<file path="config.mk">
export PLATFORM = sky130hd
export DESIGN_NAME = ram_arbiter
export DESIGN_NICKNAME = d
export VERILOG_FILES = /design/src/rtl/ram_arb_pkg.sv /design/src/rtl/ram_arbiter_arb2_pick.sv /design/src/rtl/ram_arbiter.sv
export SDC_FILE = /design/constraint.sdc
export NUM_CORES = 1
export LEC_CHECK = 0
export CAP_MARGIN = 30
export CORE_UTILIZATION = 33
export DETAILED_ROUTE_END_ITERATION = 12
export GPL_TIMING_DRIVEN = 0
export PLACE_DENSITY = 0.87
export SLEW_MARGIN = 20
export SYNTH_ARGS = -nofsm -noshare
export SYNTH_HDL_FRONTEND = slang
export SYNTH_HIERARCHICAL = 1
export SYNTH_SLANG_ARGS = --single-unit
export TNS_END_PERCENT = 1
</file>
<file path="constraint.sdc">
create_clock -name clk -period 3.05 [get_ports clk]
set_clock_uncertainty 0.1 [all_clocks]
set_input_delay 0.915 -clock clk [delete_from_list [all_inputs] [get_ports clk]]
set_output_delay 0.915 -clock clk [all_outputs]
set_load 0.01 [all_outputs]
</file>
<file path="src/rtl/ram_arb_pkg.sv">
// Shared types and constants for the two-master RAM arbiter.
package ram_arb_pkg;

    localparam int unsigned RAM_ADDR_W = 5;
    localparam int unsigned RAM_DATA_W = 32;

    localparam logic WR = 1'b1;
    localparam logic RD = 1'b0;

    typedef enum logic [1:0] {
        StIdle   = 2'd0,
        StAccess = 2'd1,
        StResp   = 2'd2
    } state_e;

endpackage

</file>
<file path="src/rtl/ram_arbiter_arb2_pick.sv">
// Two-way grant picker: round-robin by default, fixed priority (master 0 wins)
// when RAM_ARB_FIXED_PRI_EN is defined.
module arb2_pick
    import ram_arb_pkg::*;
(
    input  logic req0,
    input  logic req1,
    input  logic last_gnt,
    output logic gnt_valid,
    output logic sel
);

    assign gnt_valid = req0 | req1;

`ifdef RAM_ARB_FIXED_PRI_EN
    logic unused_last_gnt;
    assign unused_last_gnt = last_gnt;
    // Master 1 is only picked when master 0 is silent.
    assign sel = ~req0 & req1;
`else
    // On a tie the master that was not served last wins.
    assign sel = (req0 & req1) ? ~last_gnt : req1;
`endif

endmodule

</file>
<file path="src/rtl/ram_arbiter.sv">
// Shares one single-port synchronous RAM between two masters, one access per
// three cycles. Define RAM_ARB_FIXED_PRI_EN for fixed priority instead of round-robin.
module ram_arbiter
    import ram_arb_pkg::*;
#(
    parameter int unsigned ADDR_W = RAM_ADDR_W,
    parameter int unsigned DATA_W = RAM_DATA_W
) (
    input  logic              clk,
    input  logic              reset,
    input  logic              m0_req,
    input  logic              m0_wr,
    input  logic [ADDR_W-1:0] m0_addr,
    input  logic [DATA_W-1:0] m0_wdata,
    output logic              m0_ack,
    output logic [DATA_W-1:0] m0_rdata,
    input  logic              m1_req,
    input  logic              m1_wr,
    input  logic [ADDR_W-1:0] m1_addr,
    input  logic [DATA_W-1:0] m1_wdata,
    output logic              m1_ack,
    output logic [DATA_W-1:0] m1_rdata,
    output logic              ram_cen,
    output logic              ram_wen,
    output logic [ADDR_W-1:0] ram_addr,
    output logic [DATA_W-1:0] ram_din,
    input  logic [DATA_W-1:0] ram_dout,
    output logic              busy
);

    state_e            state_q, state_d;
    logic              sel_q, sel_d;
    logic              last_gnt_q, last_gnt_d;
    logic              cen_q, cen_d;
    logic              wen_q, wen_d;
    logic [ADDR_W-1:0] addr_q, addr_d;
    logic [DATA_W-1:0] din_q, din_d;
    logic              gnt_valid;
    logic              pick_sel;

    arb2_pick u_pick (
        .req0      (m0_req),
        .req1      (m1_req),
        .last_gnt  (last_gnt_q),
        .gnt_valid (gnt_valid),
        .sel       (pick_sel)
    );

    always_comb begin
        state_d    = state_q;
        sel_d      = sel_q;
        last_gnt_d = last_gnt_q;
        cen_d      = 1'b0;
        wen_d      = 1'b0;
        addr_d     = '0;
        din_d      = '0;
        unique case (state_q)
            StIdle: begin
                if (gnt_valid) begin
                    // RAM pins are registered, so they are valid throughout ACCESS.
                    sel_d   = pick_sel;
                    cen_d   = 1'b1;
                    state_d = StAccess;
                    if (pick_sel) begin
                        wen_d  = m1_wr;
                        addr_d = m1_addr;
                        din_d  = (m1_wr == WR) ? m1_wdata : '0;
                    end else begin
                        wen_d  = m0_wr;
                        addr_d = m0_addr;
                        din_d  = (m0_wr == WR) ? m0_wdata : '0;
                    end
                end
            end
            StAccess: begin
                last_gnt_d = sel_q;
                state_d    = StResp;
            end
            StResp: begin
                state_d = StIdle;
            end
            default: begin
                state_d = StIdle;
            end
        endcase
    end

    always_ff @(posedge clk) begin
        if (reset) begin
            state_q    <= StIdle;
            sel_q      <= 1'b0;
            last_gnt_q <= 1'b1;
            cen_q      <= 1'b0;
            wen_q      <= 1'b0;
            addr_q     <= '0;
            din_q      <= '0;
        end else begin
            state_q    <= state_d;
            sel_q      <= sel_d;
            last_gnt_q <= last_gnt_d;
            cen_q      <= cen_d;
            wen_q      <= wen_d;
            addr_q     <= addr_d;
            din_q      <= din_d;
        end
    end

    assign ram_cen  = cen_q;
    assign ram_wen  = wen_q;
    assign ram_addr = addr_q;
    assign ram_din  = din_q;
    assign busy     = (state_q != StIdle);

    // RAM read data lands during RESP, so it is steered straight to the served master.
    assign m0_ack   = (state_q == StResp) && !sel_q;
    assign m1_ack   = (state_q == StResp) && sel_q;
    assign m0_rdata = m0_ack ? ram_dout : '0;
    assign m1_rdata = m1_ack ? ram_dout : '0;

endmodule
</file>
==> results of run 1 <==
[kinds of logic after synthesis]
| family | count (synthesis) | synth area share [%] |
|---|---|---|
| AND/OR/NAND/NOR | 145 | 39.67 |
| flip-flops | 43 | 37.91 |
| buffers and inverters | 29 | 6.281 |
| AO/OA/AOI/OAI | 34 | 13.06 |
| multiplexers | 7 | 3.086 |
[worst max-delay path, cell delays in order]
cell	delay [ps]
clkdlybuf4s50_1	490
and2_1	150
dlygate4sd2_1	270
[placed cells by master (no fill, tap or decap), drive strengths merged]
master           n
a211o            1
a21boi           1
a21oi           32
and2            64
and3b            2
buf              8
clkbuf          25
clkdlybuf4s50  151
clkinv           1
dfxtp           43
dlygate4sd2     25
dlymetal6s2s    39
inv              2
mux2i            7
nand2b           3
nand3           32
nand3b          32
nor2             7
nor3b            2
or2              2
or4b             1
[per-layer routing]
metal  vias up  global-route usage (%)  wire, um
li1       1307                       -         -
met1      1194                   20.07      2733
met2       149                   45.67      4528
met3        20                   6.809       772
met4         0                   7.550       191
met5         -                       0         0
[cell type report]
type	instances	area, um2	area share, %
inverter	2	7.507	0.1600
multi-input combinational	186	1279	27.26
sequential	43	860.8	18.35
tap	77	96.34	2.054
clock inverter	1	5.005	0.1067
timing repair buffer	215	2218	47.29
clock buffer	6	82.58	1.760
buffer	27	141.4	3.014
[what timing repair did]
action,4_1_cts,5_1_grt
setup endpoints to repair,40,39
resized for setup,28,46
hold endpoints to repair,0,0
[sequential cells by signal, summed over array words and instances, names as in the netlist]
signal	count
state_q	2
ram_cen	1
ram_addr	5
sel_q	1
last_gnt_q	1
ram_din	32
ram_wen	1
[through the flow]
stage / setup TNS (ps) / setup slack [ps] / total power, W / instances
2_1_floorplan: 0 / 888.4 / 0.0007690 / 258
3_3_place_gp: -209.7 / -40.23 / 0.001019 / 550
3_5_place_dp: -393.7 / -46.65 / 0.001027 / 550
4_1_cts: 0 / 0.3688 / 0.001384 / 557
5_1_grt: 0 / 107.9 / 0.001440 / 557
6_report: 0 / 216.5 / 0.001372 / 557
[report_power, final]
part / switching, W / internal, W / leakage, nW
combinational: 0.000156 / 0.000249 / 2.10
clock: 0.000188 / 0.000178 / 0.0470
sequential: 0.0000115 / 0.000589 / 0.351
[final timing paths]
check | start | end | slack, ps | cells after the start
max | ram_dout[3] | m1_rdata[3] | 220 | 3
min | last_gnt_q | last_gnt_q | 400 | 1
max reg2reg | last_gnt_q | ram_addr[4] | 1350 | 5
min reg2reg | last_gnt_q | last_gnt_q | 400 | 1
==> reports/results.ini, run 1 <==
[synthesis]
syn_nets = 370
synth_common_cells = and2_1, dfxtp_1, a21oi_2, nand3_1, nand3b_1
synthArstFlopShare_pct = 0
yosysUniqueCellTypes = 20
synth_most_common_cell = and2_1
netlist.area_leader.share_pct = 37.91
synth.cell_area_um2 = 2271
synth-seq-cells = 43
synth_ff_type = dfxtp_1
synth.area.top_cells = dfxtp_1, and2_1, a21oi_2
yosys_warnings = 6
synth_largest_area_cell = dfxtp_1
syn_inst = 258
ys_seq_area_share_pct = 37.91
syn_area_per_cell_um2 = 8.802
synth_edf_count = 0

[clock_tree]
cts_buffers = 5
clk_latency_ps = 290
cts.sinks = 43
path_clk_slew_ps = 80
cts_setup_buffers = 0
clk_path_buf_depth = 2
htree_levels = 2
cts_tree = done
clock-root-buffer = clkbuf_8
hold_buffers = 0

[finish]
nFillCells = 521
final_cell_area_um2 = 4691
nets = 592
drive_gt1_share_pct = 11.04
syn_to_final_growth_pct = 106.6
final_core_util_pct = 72.22
num_antenna_cells = 0

[sta]
post-route-min-period_ps = 2834
finalHoldViolCount = 0
grt_setup_unrepaired = false
relSlewSlack_pct = 61.06
fin_crit_sh_pct = 92.90
slew_viol_final = 0
setup_viol = 0
fmax_ghz = 0.3529
hold_slack_ps = 404.5
worst_pin_slew_ps = 584.1

[placement]
dp_hpwl_um = 6758
place_area_um2 = 4519
place.gp.congestion = 0.7847
portBuffers = 215

[die]
coreArea_um2 = 6495
row_count = 29
die_area_um2 = 7217
start_util_pct = 34.96
die_w_um = 84.96
die_h_um = 84.96
pin_count = 218

[pwr]
ir_drop_uv = 207.6
p_leak_nw = 2.502
p_per_area_nw_per_um2 = 292.6

[drt]
first_iter_violations = 131
wire_per_inst_um = 14.77
route.antenna.remaining_nets = 0
viasPerCell = 4.794
route.detailed.drc = 15
detailroute.via_count = 2670
drt_pass1_iterations = 11
drt_wl_total_um = 8226

[global_routing]
overflow = 0
grt_max_degree = 13
track_usage_pct = 22.19
grt_antenna_before_repair = 0
grt_pass1_vias = 2602
grt_pass1_wl_um = 12630

[hold_path]
hp-class = reg2reg

[setup_path]
cp-start-kind = input pin
crit_required_ps = 2030
crit_fanout = 2
worstPathArrival_ps = 1820
criticalPathCategory = in2out
worstSetupEndpointType = output port

[flow_run]
drv_cap = 0

[outcome]
outcome = complete, but fails checks
violations = design-rule violations

Note: power is estimated with default switching activity, not from simulation.
==> inputs of run 2 (changes only) <==
- CORE_MARGIN: not set -> 10
- GPL_ROUTABILITY_DRIVEN: not set -> 0
==> run 2 against run 1 <==
Net effect: the run now ends clean; wire length is 24% higher; clock power is 44% higher; non-clock buffer count is 1 higher; global-route usage is 4.6 points lower; sequential share of layout area is 0.16 points higher; register-to-register slack better by 30 ps; core utilization is 3.4 points lower; worst hold slack worse by 10 ps; clock-buffer cell count is 1 lower; largest power group unchanged.
==> reports/results.ini, run 2 (synthesis gave the netlist of run 1 again) <==
[setup_path]
worstSetupEndpointType = output port
crit_required_ps = 2030
worstPathArrival_ps = 1810
cp-start-kind = input pin
slowest_delay_ps = 480
crit_slowest_cell = clkdlybuf4s50_1
reg2reg_to = ram_addr[4]
crit_chain = clkdlybuf4s50_1 -> and2_1 -> dlygate4sd2_1
crit_start = ram_dout[4]
setup.worst_path.end = m0_rdata[4]
criticalPathCategory = in2out
reg2reg_slack_ps = 1380
path_buf_inv = 2
cp_top_family = buffers and inverters
reg2reg_depth = 5
worstReg2RegStart = last_gnt_q
worst-path-stages = 3
crit_fanout = 2

[sta]
fin_crit_sh_pct = 92.67
worst_pin_slew_ps = 575.3
grt_setup_unrepaired = false
final.setup.tns_ps = 0
relSlewSlack_pct = 61.65
post-route-min-period_ps = 2827
setup_viol = 0
slew_viol_final = 0
fmax_ghz = 0.3538
finalHoldViolCount = 0

[global_routing]
grt_max_degree = 15
grt_pass1_vias = 2698
track_usage_pct = 17.56
grt_pass1_wl_um = 14340
grt_antenna_before_repair = 0
overflow = 0

[pwr]
p_per_area_nw_per_um2 = 329.8
pwr-share-comb_pct = 26.6
intPower_w = 0.001163
power.total_w = 0.001534
p_sw_share_pct = 24.17
p_clk_share_pct = 34.3
power_frac_seq_pct = 39.2
p_sw_w = 0.0003707
p_leak_nw = 2.155
ir_drop_uv = 459.5

[clock_tree]
cts.sinks = 43
clk_latency_ps = 290
htree_levels = 2
cts_buffers = 5
path_clk_slew_ps = 80
clock-root-buffer = clkbuf_8
cts_tree = done
clk_path_buf_depth = 2

[drt]
drt_wl_total_um = 10160
first_iter_violations = 84
wire_per_inst_um = 18.08
route.antenna.remaining_nets = 0
viasPerCell = 4.715
detailroute.via_count = 2650
route.detailed.drc = 0
drt_pass1_iterations = 4

[placement]
dp_hpwl_um = 8771
dp_cells = 553
portBuffers = 215

[outcome]
outcome = complete, no violations

[hold_path]
hp-class = reg2reg

[die]
die_w_um = 103.0
die_area_um2 = 10600
row_count = 30
coreArea_um2 = 6756
pin_count = 218
start_util_pct = 33.61
die_h_um = 103.0

[flow_run]
drv_cap = 0

[finish]
nets = 593
final_cells = 562
num_antenna_cells = 0
largest_reg_flops = 32
mostFrequentLayoutCell = clkdlybuf4s50_1
drive_gt1_share_pct = 11.62
syn_to_final_growth_pct = 104.8
final_cell_mix = clkdlybuf4s50_1, and2_1, dlygate4sd2_1

==> run 2: through the flow <==
stage	area, um2	utilization (%)	worst slack (ps)	hold slack, ps
CTS	4606	68.17	0.3921	411.6
floorplan	2271	-	888.4	335.6
detailed placement	4523	66.94	-50.94	389.7
finish	4651	68.83	223.4	394.2
global route	4651	68.83	109.1	425.2
global placement	4523	66.94	-40.73	350.7
==> run 2: power groups by stage <==
stage / Combinational (W) / Clock, W / Sequential (W)
after CTS: 0.000412 / 0.000535 / 0.000600
after floorplan: 0.000145 / 0 / 0.000624
final: 0.000408 / 0.000526 / 0.000601
after global placement: 0.000412 / 0 / 0.000611
after detailed placement: 0.000419 / 0 / 0.000613
after global routing: 0.000439 / 0.000560 / 0.000604
==> run 2: area by class of cell <==
class	instances	area [um2]
timing repair buffer	216	2125
fill	574	2106
multi-input combinational	186	1280
sequential	43	860.8
buffer	27	141.4
tap	80	100.1
clock buffer	5	68.82
clock inverter	3	67.56
inverter	2	7.507
==> run 2: worst min path at each step <==
stage / from / to / slack (ps) / cells past startpoint
floorplan: last_gnt_q / last_gnt_q / 340 / 1
global placement: last_gnt_q / last_gnt_q / 350 / 1
detailed placement: last_gnt_q / last_gnt_q / 390 / 1
CTS: last_gnt_q / last_gnt_q / 410 / 1
global route: last_gnt_q / last_gnt_q / 430 / 1
finish: last_gnt_q / last_gnt_q / 390 / 1
==> run 2: timing repair <==
action / in CTS / in global routing
setup buffers: 0 / 1
resized for setup: 58 / 15
endpoints found under the setup margin: 62 / 12
hold buffers: 0 / 0
pin swaps: 0 / 0
==> run 2: layer usage <==
| metal | share of wire [%] | GRT usage (%) |
|---|---|---|
| met1 | 34 | 15.30 |
| met2 | 52 | 34.23 |
| met3 | 14 | 9.316 |
| met4 | 1.1 | 3.957 |
| met5 | 0 | 0 |
==> run 2: worst register-to-register path, stage by stage, from the launching register on <==
cell	delay [ps]
dfxtp_1	320
a21boi_1	130
buf_2	210
buf_1	480
mux2i_1	280
nor2_1	60
